## src/rtl/ex_alu_multicycle_if.sv

```systemverilog
// Handshake bundle between decode, the execute unit and writeback.
// master = decode/writeback side, slave = execute unit.
interface ex_alu_multicycle_if #(
  parameter int XLEN = 32,
  parameter int OP_W = 5
);
  // Decode -> execute
  logic            in_valid;
  logic            in_ready;
  logic [OP_W-1:0] alu_op;
  logic [XLEN-1:0] rs1_data;
  logic [XLEN-1:0] rs2_data;
  logic            alu_src1;
  logic            alu_src2;
  logic [XLEN-1:0] imm;
  logic [XLEN-1:0] pc;
  // Execute -> writeback
  logic            out_valid;
  logic            out_ready;
  logic [XLEN-1:0] result;
  logic [OP_W-1:0] op_o;
  logic            illegal;

  modport master (
    output in_valid, alu_op, rs1_data, rs2_data, alu_src1, alu_src2, imm, pc,
    output out_ready,
    input  in_ready, out_valid, result, op_o, illegal
  );

  modport slave (
    input  in_valid, alu_op, rs1_data, rs2_data, alu_src1, alu_src2, imm, pc,
    input  out_ready,
    output in_ready, out_valid, result, op_o, illegal
  );
endinterface

```

## src/rtl/ex_alu_multicycle.sv

```systemverilog
// Multi-cycle execute unit: single-cycle ALU ops plus an iterative
// radix-2 multiplier and restoring divider sharing one accumulator pair.
// IDLE accepts an op; ALU/illegal ops go straight to DONE, mul/div spend
// XLEN cycles in CALC. DONE holds the result until writeback takes it.
module ex_alu_multicycle #(
  parameter int XLEN   = 32,
  parameter int OP_W   = 5,
  parameter bit MDU_EN = 1'b1
) (
  input logic          clk,
  input logic          rst,
  ex_alu_multicycle_if.slave bus
);

  localparam int SHW = $clog2(XLEN);

  localparam logic [OP_W-1:0] OP_ADD0  = OP_W'(5'b10001);
  localparam logic [OP_W-1:0] OP_ADD1  = OP_W'(5'b10010);
  localparam logic [OP_W-1:0] OP_ADD2  = OP_W'(5'b10100);
  localparam logic [OP_W-1:0] OP_ADD3  = OP_W'(5'b10101);
  localparam logic [OP_W-1:0] OP_ADD4  = OP_W'(5'b01100);
  localparam logic [OP_W-1:0] OP_ADD5  = OP_W'(5'b01101);
  localparam logic [OP_W-1:0] OP_SUB   = OP_W'(5'b01110);
  localparam logic [OP_W-1:0] OP_XOR   = OP_W'(5'b00110);
  localparam logic [OP_W-1:0] OP_OR    = OP_W'(5'b00101);
  localparam logic [OP_W-1:0] OP_AND   = OP_W'(5'b00100);
  localparam logic [OP_W-1:0] OP_SRL   = OP_W'(5'b01001);
  localparam logic [OP_W-1:0] OP_SLL   = OP_W'(5'b01000);
  localparam logic [OP_W-1:0] OP_SRA   = OP_W'(5'b01010);
  localparam logic [OP_W-1:0] OP_SLT   = OP_W'(5'b00111);
  localparam logic [OP_W-1:0] OP_SLTU  = OP_W'(5'b00011);
  localparam logic [OP_W-1:0] OP_MUL   = OP_W'(5'b11000);
  localparam logic [OP_W-1:0] OP_MULH  = OP_W'(5'b11001);
  localparam logic [OP_W-1:0] OP_MULHU = OP_W'(5'b11010);
  localparam logic [OP_W-1:0] OP_DIV   = OP_W'(5'b11100);
  localparam logic [OP_W-1:0] OP_DIVU  = OP_W'(5'b11101);
  localparam logic [OP_W-1:0] OP_REM   = OP_W'(5'b11110);
  localparam logic [OP_W-1:0] OP_REMU  = OP_W'(5'b11111);

  localparam logic [XLEN-1:0]   ONE  = XLEN'(1);
  localparam logic [2*XLEN-1:0] ONE2 = (2*XLEN)'(1);
  localparam logic [SHW-1:0]    LAST = SHW'(XLEN - 1);

  typedef enum logic [1:0] {
    S_IDLE = 2'd0,
    S_CALC = 2'd1,
    S_DONE = 2'd2
  } state_t;

  function automatic logic is_alu_op(input logic [OP_W-1:0] op);
    case (op)
      OP_ADD0, OP_ADD1, OP_ADD2, OP_ADD3, OP_ADD4, OP_ADD5,
      OP_SUB, OP_XOR, OP_OR, OP_AND, OP_SRL, OP_SLL, OP_SRA,
      OP_SLT, OP_SLTU: is_alu_op = 1'b1;
      default:         is_alu_op = 1'b0;
    endcase
  endfunction

  function automatic logic is_mdu_op(input logic [OP_W-1:0] op);
    case (op)
      OP_MUL, OP_MULH, OP_MULHU,
      OP_DIV, OP_DIVU, OP_REM, OP_REMU: is_mdu_op = 1'b1;
      default:                          is_mdu_op = 1'b0;
    endcase
  endfunction

  function automatic logic is_div_op(input logic [OP_W-1:0] op);
    case (op)
      OP_DIV, OP_DIVU, OP_REM, OP_REMU: is_div_op = 1'b1;
      default:                          is_div_op = 1'b0;
    endcase
  endfunction

  // Ops whose operands are taken as two's-complement magnitudes
  function automatic logic is_signed_mdu(input logic [OP_W-1:0] op);
    is_signed_mdu = (op == OP_MULH) || (op == OP_DIV) || (op == OP_REM);
  endfunction

  function automatic logic [XLEN-1:0] negate_if(input logic neg,
                                                input logic [XLEN-1:0] v);
    negate_if = neg ? (~v + ONE) : v;
  endfunction

  function automatic logic [XLEN-1:0] alu_eval(input logic [OP_W-1:0] op,
                                               input logic [XLEN-1:0] a,
                                               input logic [XLEN-1:0] b);
    logic signed [XLEN-1:0] a_s;
    logic signed [XLEN-1:0] b_s;
    logic [SHW-1:0]         shamt;
    a_s   = a;
    b_s   = b;
    shamt = b[SHW-1:0];
    case (op)
      OP_ADD0, OP_ADD1, OP_ADD2, OP_ADD3, OP_ADD4, OP_ADD5:
                alu_eval = a + b;
      OP_SUB:   alu_eval = a - b;
      OP_XOR:   alu_eval = a ^ b;
      OP_OR:    alu_eval = a | b;
      OP_AND:   alu_eval = a & b;
      OP_SRL:   alu_eval = a >> shamt;
      OP_SLL:   alu_eval = a << shamt;
      OP_SRA:   alu_eval = a_s >>> shamt;
      OP_SLT:   alu_eval = {{(XLEN-1){1'b0}}, (a_s < b_s)};
      OP_SLTU:  alu_eval = {{(XLEN-1){1'b0}}, (a < b)};
      default:  alu_eval = '0;
    endcase
  endfunction

  // Control state (reset) and architectural outputs (reset to 0)
  state_t          state_q, state_d;
  logic [SHW-1:0]  cnt_q, cnt_d;
  logic [XLEN-1:0] result_q, result_d;
  logic [OP_W-1:0] op_q, op_d;
  logic            illegal_q, illegal_d;

  // Iteration datapath (no reset; always loaded on accept)
  logic [XLEN-1:0] hi_q, hi_d;
  logic [XLEN-1:0] lo_q, lo_d;
  logic [XLEN-1:0] opb_q, opb_d;
  logic            neg_quo_q, neg_quo_d;
  logic            neg_rem_q, neg_rem_d;
  logic            dbz_q, dbz_d;

  logic [XLEN-1:0]   opa, opb;
  logic              sgn_a, sgn_b;
  logic [XLEN:0]     mul_sum;
  logic [XLEN-1:0]   mul_hi, mul_lo;
  logic [XLEN:0]     div_rs;
  logic [XLEN+1:0]   div_diff;
  logic              div_borrow;
  logic [XLEN-1:0]   div_hi, div_lo;
  logic [2*XLEN-1:0] prod, prod_fix;
  logic [XLEN-1:0]   fin_res;

  // Operand muxing and sign extraction for the accept cycle
  always_comb begin
    opa   = bus.alu_src1 ? bus.pc  : bus.rs1_data;
    opb   = bus.alu_src2 ? bus.imm : bus.rs2_data;
    sgn_a = opa[XLEN-1] & is_signed_mdu(bus.alu_op);
    sgn_b = opb[XLEN-1] & is_signed_mdu(bus.alu_op);
  end

  // One shift-add multiply step and one restoring divide step
  always_comb begin
    mul_sum    = {1'b0, hi_q} + (lo_q[0] ? {1'b0, opb_q} : '0);
    mul_hi     = mul_sum[XLEN:1];
    mul_lo     = {mul_sum[0], lo_q[XLEN-1:1]};
    div_rs     = {hi_q, lo_q[XLEN-1]};
    div_diff   = {1'b0, div_rs} - {2'b00, opb_q};
    div_borrow = div_diff[XLEN+1];
    div_hi     = div_borrow ? div_rs[XLEN-1:0] : div_diff[XLEN-1:0];
    div_lo     = {lo_q[XLEN-2:0], ~div_borrow};
  end

  // Sign fix-up and result selection applied on the final iteration
  always_comb begin
    prod     = {mul_hi, mul_lo};
    prod_fix = neg_quo_q ? (~prod + ONE2) : prod;
    case (op_q)
      OP_MUL:   fin_res = mul_lo;
      OP_MULH:  fin_res = prod_fix[2*XLEN-1:XLEN];
      OP_MULHU: fin_res = mul_hi;
      // A zero divisor yields all-ones regardless of the dividend sign
      OP_DIV:   fin_res = dbz_q ? '1 : negate_if(neg_quo_q, div_lo);
      OP_DIVU:  fin_res = div_lo;
      OP_REM:   fin_res = negate_if(neg_rem_q, div_hi);
      OP_REMU:  fin_res = div_hi;
      default:  fin_res = '0;
    endcase
  end

  // Next-state, iteration and result update
  always_comb begin
    state_d   = state_q;
    cnt_d     = cnt_q;
    result_d  = result_q;
    op_d      = op_q;
    illegal_d = illegal_q;
    hi_d      = hi_q;
    lo_d      = lo_q;
    opb_d     = opb_q;
    neg_quo_d = neg_quo_q;
    neg_rem_d = neg_rem_q;
    dbz_d     = dbz_q;
    case (state_q)
      S_IDLE: begin
        if (bus.in_valid) begin
          op_d = bus.alu_op;
          if (MDU_EN && is_mdu_op(bus.alu_op)) begin
            hi_d      = '0;
            lo_d      = negate_if(sgn_a, opa);
            opb_d     = negate_if(sgn_b, opb);
            neg_quo_d = sgn_a ^ sgn_b;
            neg_rem_d = sgn_a;
            dbz_d     = (opb == '0);
            cnt_d     = '0;
            state_d   = S_CALC;
          end else if (is_alu_op(bus.alu_op)) begin
            result_d  = alu_eval(bus.alu_op, opa, opb);
            illegal_d = 1'b0;
            state_d   = S_DONE;
          end else begin
            result_d  = '0;
            illegal_d = 1'b1;
            state_d   = S_DONE;
          end
        end
      end
      S_CALC: begin
        hi_d  = is_div_op(op_q) ? div_hi : mul_hi;
        lo_d  = is_div_op(op_q) ? div_lo : mul_lo;
        cnt_d = cnt_q + SHW'(1);
        if (cnt_q == LAST) begin
          result_d  = fin_res;
          illegal_d = 1'b0;
          cnt_d     = '0;
          state_d   = S_DONE;
        end
      end
      S_DONE: begin
        if (bus.out_ready) begin
          state_d = S_IDLE;
        end
      end
      default: state_d = S_IDLE;
    endcase
  end

  // Control and output registers with synchronous reset
  always_ff @(posedge clk) begin
    if (rst) begin
      state_q   <= S_IDLE;
      cnt_q     <= '0;
      result_q  <= '0;
      op_q      <= '0;
      illegal_q <= 1'b0;
    end else begin
      state_q   <= state_d;
      cnt_q     <= cnt_d;
      result_q  <= result_d;
      op_q      <= op_d;
      illegal_q <= illegal_d;
    end
  end

  // Iteration datapath registers
  always_ff @(posedge clk) begin
    hi_q      <= hi_d;
    lo_q      <= lo_d;
    opb_q     <= opb_d;
    neg_quo_q <= neg_quo_d;
    neg_rem_q <= neg_rem_d;
    dbz_q     <= dbz_d;
  end

  assign bus.in_ready  = (state_q == S_IDLE);
  assign bus.out_valid = (state_q == S_DONE);
  assign bus.result    = result_q;
  assign bus.op_o      = op_q;
  assign bus.illegal   = illegal_q;

endmodule

```

## src/flat_wrapper.sv

```systemverilog
// flat-port wrapper written by rule: the top's interface ports become plain ports
module ex_alu_multicycle_flat 
#(
  parameter int XLEN   = 32,
  parameter int OP_W   = 5,
  parameter bit MDU_EN = 1'b1
)
  (clk, rst, bus_in_valid, bus_alu_op, bus_rs1_data, bus_rs2_data, bus_alu_src1, bus_alu_src2, bus_imm, bus_pc, bus_out_ready, bus_in_ready, bus_out_valid, bus_result, bus_op_o, bus_illegal);
  ex_alu_multicycle_if #(.XLEN(XLEN), .OP_W(OP_W)) bus_i ();
  input logic clk;
  input logic rst;
  input wire logic [$bits(bus_i.in_valid)-1:0] bus_in_valid;
  input wire logic [$bits(bus_i.alu_op)-1:0] bus_alu_op;
  input wire logic [$bits(bus_i.rs1_data)-1:0] bus_rs1_data;
  input wire logic [$bits(bus_i.rs2_data)-1:0] bus_rs2_data;
  input wire logic [$bits(bus_i.alu_src1)-1:0] bus_alu_src1;
  input wire logic [$bits(bus_i.alu_src2)-1:0] bus_alu_src2;
  input wire logic [$bits(bus_i.imm)-1:0] bus_imm;
  input wire logic [$bits(bus_i.pc)-1:0] bus_pc;
  input wire logic [$bits(bus_i.out_ready)-1:0] bus_out_ready;
  output wire logic [$bits(bus_i.in_ready)-1:0] bus_in_ready;
  output wire logic [$bits(bus_i.out_valid)-1:0] bus_out_valid;
  output wire logic [$bits(bus_i.result)-1:0] bus_result;
  output wire logic [$bits(bus_i.op_o)-1:0] bus_op_o;
  output wire logic [$bits(bus_i.illegal)-1:0] bus_illegal;
  assign bus_i.in_valid = bus_in_valid;
  assign bus_i.alu_op = bus_alu_op;
  assign bus_i.rs1_data = bus_rs1_data;
  assign bus_i.rs2_data = bus_rs2_data;
  assign bus_i.alu_src1 = bus_alu_src1;
  assign bus_i.alu_src2 = bus_alu_src2;
  assign bus_i.imm = bus_imm;
  assign bus_i.pc = bus_pc;
  assign bus_i.out_ready = bus_out_ready;
  assign bus_in_ready = bus_i.in_ready;
  assign bus_out_valid = bus_i.out_valid;
  assign bus_result = bus_i.result;
  assign bus_op_o = bus_i.op_o;
  assign bus_illegal = bus_i.illegal;
  ex_alu_multicycle #(.XLEN(XLEN), .OP_W(OP_W), .MDU_EN(MDU_EN)) u_core (.clk(clk), .rst(rst), .bus(bus_i));
endmodule
```

## config.mk

```make
export PLATFORM = sky130hd
export DESIGN_NAME = ex_alu_multicycle_flat
export DESIGN_NICKNAME = d
export VERILOG_FILES = /design/src/rtl/ex_alu_multicycle_if.sv /design/src/rtl/ex_alu_multicycle.sv /design/src/flat_wrapper.sv
export SDC_FILE = /design/constraint.sdc
export NUM_CORES = 1
export LEC_CHECK = 0
export BUFFER_PORTS_ARGS = -buffer_cell sky130_fd_sc_hd__buf_2
export CAP_MARGIN = 10
export CELL_PAD_IN_SITES_DETAIL_PLACEMENT = 0
export CELL_PAD_IN_SITES_GLOBAL_PLACEMENT = 2
export CORE_MARGIN = 10
export CORE_UTILIZATION = 36
export CTS_CLUSTER_SIZE = 24
export DETAILED_ROUTE_END_ITERATION = 10
export GPL_ROUTABILITY_DRIVEN = 0
export PLACE_DENSITY_LB_ADDON = 0.1
export SLEW_MARGIN = 20
export SYNTH_ARGS = -nofsm -noshare
export SYNTH_HDL_FRONTEND = slang
export SYNTH_SLANG_ARGS = --single-unit
```

## constraint.sdc

```tcl
create_clock -name clk -period 8.1 [get_ports clk]
set_input_delay 1.215 -clock clk [delete_from_list [all_inputs] [get_ports clk]]
set_output_delay 1.215 -clock clk [all_outputs]
set_load 0.03 [all_outputs]
```

==> impl_metrics.yaml, run 1 <==
die:
  boundaryPins: 179
  die_w_um: 283
  die_area_um2: 80000
  die_height_um: 283
  rows: 96
  initial_core_util_pct: 36.3
  core_region_area_um2: 68600
power:
  leak_pwr_uw: 0.0110
  power.density_cell_area_nw_per_um2: 131
  overall_power_of_the_completed_layout_uw: 3570
  vdd.ir_drop.worst_mv: 0.104
clock_network:
  cts-hold-fix-buffers: 0
  root_buffer: "clkbuf_16"
  cts_buffer_depth: 2
  clk-insertion-delay-late_ns: 0.51
  cts_inserted_buffers: 17
  cts-htree-levels: 4
  post_cts_resized: 0
  cts_tree: "built"
  clock_sinks: 144
  clkTransAtPathRegs_ns: 0.08
  post-cts-setup-buffers: 0
synthesis:
  synthDominantAreaCellType: "edfxtp_1"
  post_synth_main_area_contributors: "edfxtp_1 (12%), ha_1 (8.7%), mux2i_1 (7.9%)"
  synth_warnings: 0
  avgSynthCellArea_um2: 7.02
  synth_cells: 3543
  postSynthNetCount: 3858
  synth_enable_flop_cells: 99
  count_of_unique_library_cells_instantiated_by_yosys: 92
  yosys.area.top_type_share_pct: 12.0
  share_of_flip_flops_with_an_asynchronous_set_or_reset_after_synthesis_pct: 0
  synth_area_um2: 24900
  postSynth.topFlopCell: "edfxtp_1"
  sequential_fraction_of_the_synthesis_area_pct: 15.6
  total_of_flip_flops_plus_latches_after_synthesis: 144
route:
  vias_per_cell: 6.56
  drt_drc_violations_left: 0
  route.antenna.remaining_nets: 0
  via_count: 29600
  drt-total-wl_um: 140000
  wl_per_cell_um: 31.0
  first_pass_iters: 8
  drt_first_iter_violations: 3596
global_routing:
  grt_overflow: 0
  first_global_vias: 28000
  antenna_found_initial: 2
  grt_max_degree: 67
  grt_pass1_wl_um: 199000
  global_route.usage.total_pct: 33.8
place:
  hpwl_um: 111000
  place.port_buffers: 178
critical_path:
  path_cells: "buf_2 > mux2i_1 > ha_1 > nor4_1 > nand2_1 > or4b_2 > a31oi_1 > o31ai_1 > o41ai_1 > o21ai_0 > a221o_1 > o211ai_1 > nand4_1 > o31a_1"
  end_kind: "register"
  worst_path_largest_cell_delay_ns: 0.86
  crit_path_start_kind: "primary input"
  worst-endpoint-required_ns: 8.50
  critPathMaxFanout: 22
  crit_arrival_ns: 7.06
  worst_path_max_delay_cell: "mux2i_1"
  criticalPathCategory: "primary input to register"
cells_and_area:
  syn_to_final_growth_pct: 9.80
  net_count_of_the_finished_layout: 3884
  layout-drive-gt1-share_pct: 10.2
timing:
  setup_violations: 0
  slew-limit-headroom_pct: 23.2
  count_of_pins_over_their_slew_limit: 0
  hold_viol_final: 0
  worst-slew-pin-transition_ns: 1.14
  grt_setup_unrepaired: "no"
  tns_ns: 0
  clock_skew_after_layout_ns: 0.0248
  crit_share_post_route_pct: 82.2
  final.min_clock_period_ns: 6.66
  fmax_mhz: 150
run:
  max_cap_violations: 0
status:
  run_status: "completed"
hold_path:
  worst_hold_path_type: "register to register"
-- critical path, delay by kind of cell --
family,cells,cell delay [ns]
AOI/OAI and AO/OA,7,2.30
adders and majority gates,1,0.52
buffers and inverters,1,0.48
muxes,1,0.86
and+or+nand+nor,4,1.67
-- where the power goes --
group / switching (uW) / internal, uW / leakage, uW
clock network: 422 / 464 / 0.000279
logic: 1240 / 553 / 0.00946
registers: 54.4 / 832 / 0.00128
-- layout by cell type (no fill, tap or decap), types with 17 or more instances in the layout --
cell and count:
o21ai_0 270, nor2b_1 21, nand3_1 65, a22oi_1 22, o211ai_1 46, o21a_1 37, clkbuf_16 17, nand4_1 27
nor2_1 440, nand2b_1 28, a31oi_1 58, buf_4 85, a21o_1 41, a221o_1 17, inv_1 151, o31ai_1 50
o221ai_1 27, o21bai_1 20, xor2_1 51, edfxtp_1 99, or3_1 38, xnor2_1 95, and3_1 30, nor3_1 105
o22ai_1 34, a211oi_1 62, nor4_1 26, a311oi_1 22, buf_2 178, dfxtp_1 45, nand2_1 332, a221oi_1 41
o31a_1 20, mux2i_1 191, a21oi_1 317, ha_1 172, and2_1 18
-- stage by stage --
| step | std cells | worst slack (ns) | instance area, um2 | util, % | hold slack, ns |
|---|---|---|---|---|---|
| 2_1_floorplan | 3543 | 1.41 | 24900 | - | 0.439 |
| 3_3_place_gp | 4480 | 1.18 | 26700 | 38.9 | 0.459 |
| 3_5_place_dp | 4480 | 1.23 | 26700 | 38.9 | 0.467 |
| 4_1_cts | 4512 | 1.65 | 27300 | 39.8 | 0.480 |
| 5_1_grt | 4513 | 1.02 | 27300 | 39.8 | 0.492 |
| 6_report | 4514 | 1.44 | 27300 | 39.8 | 0.477 |
-- final cells by class --
cell class              instances  area [um2]
fillers                      7307       41300
multi-input cells            2984       19600
flip-flops and latches        144        3870
repair buffers                263        1530
well taps                     931        1160
inverters                     159         597
clock buffers                  20         447
clock inverters                12         133
diodes                          1        2.50
-- per-layer routing --
layer / global-route usage (%) / vias up / wire, um
met5: 0 / - / 0
met4: 23.6 / 0 / 11500
met3: 5.61 / 420 / 10600
met2: 55.5 / 1598 / 64200
met1: 39.8 / 14300 / 53800
li1: - / 13300 / -
-- flip-flops by register name, summed over array words and instances (netlist names) --
name,cells
u_core.neg_rem_q,1
u_core.bus.illegal,1
u_core.dbz_q,1
u_core.neg_quo_q,1
u_core.cnt_q,5
u_core.bus.result,32
u_core.hi_q,32
u_core.state_q,2
u_core.lo_q,32
u_core.bus.op_o,5
u_core.opb_q,32
-- final timing paths --
| path | from | to | slack [ns] | depth (start not counted) |
|---|---|---|---|---|
| worst min register to register | u_core.cnt_q[3]$_SDFFE_PP0P_ | u_core.cnt_q[3]$_SDFFE_PP0P_ | 0.48 | 1 |
| worst max register to register | u_core.lo_q[0]$_DFFE_PP_ | u_core.bus.result[22]$_SDFFE_PP0P_ | 1.54 | 14 |
| worst min-delay path | u_core.cnt_q[3]$_SDFFE_PP0P_ | u_core.cnt_q[3]$_SDFFE_PP0P_ | 0.48 | 1 |
| worst max-delay path | bus_alu_src1 | u_core.bus.result[30]$_SDFFE_PP0P_ | 1.44 | 14 |
-- synth_stat cells, types with 22 or more instances --
master and n:
inv_1 153, clkbuf_1 217, ha_1 172, a311oi_1 22
o21ai_0 270, nor4_1 27, a221oi_1 41, xor2_1 51
a21o_1 41, o211ai_1 46, a211oi_1 63, o22ai_1 34
dfxtp_1 45, nand4_1 27, nor2_1 440, and3_1 31
nor3_1 107, o31ai_1 50, buf_1 31, nand3_1 66
xnor2_1 95, a31oi_1 58, o21a_1 37, mux2i_1 197
nand2b_1 29, a21oi_1 319, nand2_1 333, nor2b_1 22
a22oi_1 22, o221ai_1 27, or3_1 38, edfxtp_1 99
-- cells by family (layout without fill, tap and decap cells) --
kind of cell | count (synthesis) | after routing | share of synthesized area, %
simple gates | 1214 | 1214 | 22.7
xor+xnor | 146 | 146 | 5.14
other cells | 0 | 1 | 0
buf+inv | 415 | 454 | 6.38
flops | 144 | 144 | 15.6
mux | 209 | 209 | 8.47
compound gates | 1239 | 1239 | 32.7
fa+ha+maj | 176 | 176 | 8.98
No activity file was read; power rests on OpenSTA's default activity.
==> run 2: changes to the inputs <==
Clock period 8.1 ns to 6.3 ns, I/O delays scaled along.
==> impl_metrics.yaml, run 2 (synthesized netlist as in run 1, its figures left out) <==
timing:
  clock_skew_after_layout_ns: 0.0375
  count_of_pins_over_their_slew_limit: 0
  worst-slew-pin-transition_ns: 1.22
  grt_setup_unrepaired: "no"
  layout_setup_ws_ns: 0.373
  setup_violations: 0
  hold_viol_final: 0
  final.min_clock_period_ns: 5.93
  slew-limit-headroom_pct: 17.9
  fmax_mhz: 169
  crit_share_post_route_pct: 94.1
  tns_ns: 0
global_routing:
  antenna_found_initial: 1
  global_route.usage.met2_pct: 54.2
  grt_max_degree: 62
  gr-max-usage-layer: "met2"
  groute.layer.met3.usage_pct: 5.91
  grtUsageMet1_pct: 39.7
  global_route.usage.total_pct: 33.3
  grt_overflow: 0
  grt_pass1_wl_um: 197000
  first_global_vias: 28200
route:
  drt-total-wl_um: 138000
  vias_per_cell: 6.55
  via_count: 30000
  route.antenna.remaining_nets: 0
  wl_per_cell_um: 30.1
  drt_drc_violations_left: 0
  first_pass_iters: 7
  drt_first_iter_violations: 3638
power:
  overall_power_of_the_completed_layout_uw: 4570
  leak_pwr_uw: 0.0114
  vdd.ir_drop.worst_mv: 0.128
  power.density_cell_area_nw_per_um2: 164
cells_and_area:
  fillers: 7332
  final_cell_mix: "nor2_1 (440), nand2_1 (332), a21oi_1 (317), o21ai_0 (269), mux2i_1 (192)"
  post_layout_nonfiller_instances: 4586
  net_count_of_the_finished_layout: 3956
  fin_area_um2: 27800
  final_common_cell: "nor2_1"
  layout-drive-gt1-share_pct: 12.0
  syn_to_final_growth_pct: 11.9
critical_path:
  worst_path_max_delay_cell: "nor4b_1"
  worst-endpoint-required_ns: 6.69
  cp.buffers_inverters: 2
  crit_path_start_kind: "register"
  cpLargestDelayFamily: "compound AO/OA/AOI/OAI gates"
  critical-path-top-cell-by-count: "o21ai_0"
  r2r_slack_ns: 0.37
  end_kind: "register"
  critPathMaxFanout: 23
  path_cells: "clkinv_1 > buf_4 > nor2_1 > ha_1 > a21oi_1 > o21ai_0 > a221o_1 > o31ai_1 > xor2_1 > o21ai_0 > nor4b_1 > nand4b_4 > o21ai_0 > o2bb2ai_1 > nor4b_1 > nor4_1"
  criticalPathCategory: "register to register"
  worst_path_largest_cell_delay_ns: 0.99
  crit_arrival_ns: 6.32
die:
  die_area_um2: 80000
  core_region_area_um2: 68600
  initial_core_util_pct: 36.3
  die_height_um: 283
  boundaryPins: 179
  die_w_um: 283
  rows: 96
clock_network:
  cts-hold-fix-buffers: 0
  root_buffer: "clkbuf_16"
  cts_inserted_buffers: 17
  cts_tree: "built"
  post-cts-setup-buffers: 0
  clkTransAtPathRegs_ns: 0.08
  cts-htree-levels: 4
  cts_buffer_depth: 2
  post_cts_resized: 0
  clock_sinks: 144
  clk-insertion-delay-late_ns: 0.52
place:
  place.port_buffers: 178
  placed_area_um2: 27200
  dp.cells: 4553
  hpwl_um: 110000
  place_ws_ns: 0.0800
status:
  run_status: "completed"
run:
  max_cap_violations: 0
hold_path:
  worst_hold_path_type: "register to register"
[run 2: cell types whose count changed in the layout (fill, tap and decap cells not counted), moves of 2 or more]
cell and delta:
buf_4 +71, inv_8 +2, nor3_1 +2, nor3_2 -2
[run 2: cell type report]
cell class	count	area (um2)	share of cell area [%]
repair buffers	335	2080	7.48
well taps	931	1160	4.19
clock inverters	12	124	0.445
clock buffers	20	447	1.61
multi-input cells	2984	19500	70.2
diodes	1	2.50	0.00899
flip-flops and latches	144	3870	13.9
inverters	159	597	2.14
[run 2: power breakdown]
part,total [uW],leakage (uW),switching [uW],internal (uW)
registers,1140,0.00128,70.3,1070
logic,2340,0.00981,1580,751
clock network,1100,0.000272,532,563
total,4570,0.0114,2190,2380
[run 2: per-stage QoR]
step	utilization [%]	hold WS, ns
finish	40.6	0.483
global route	40.6	0.514
CTS	40.6	0.484
detailed placement	39.7	0.470
global placement	39.7	0.455
floorplan	-	0.439
[run 2: worst paths after layout]
kind | from | endpoint | cells after the start
min | u_core.cnt_q[3]$_SDFFE_PP0P_ | u_core.cnt_q[3]$_SDFFE_PP0P_ | 1
min reg2reg | u_core.cnt_q[3]$_SDFFE_PP0P_ | u_core.cnt_q[3]$_SDFFE_PP0P_ | 1
max | u_core.lo_q[0]$_DFFE_PP_ | u_core.bus.result[29]$_SDFFE_PP0P_ | 16
max reg2reg | u_core.lo_q[0]$_DFFE_PP_ | u_core.bus.result[29]$_SDFFE_PP0P_ | 16
[run 2: metal layers]
layer	wire, um	vias to the layer above
li1	-	13400
met4	10600	2
met5	10	-
met2	63100	1672
met3	11200	399
met1	53000	14600
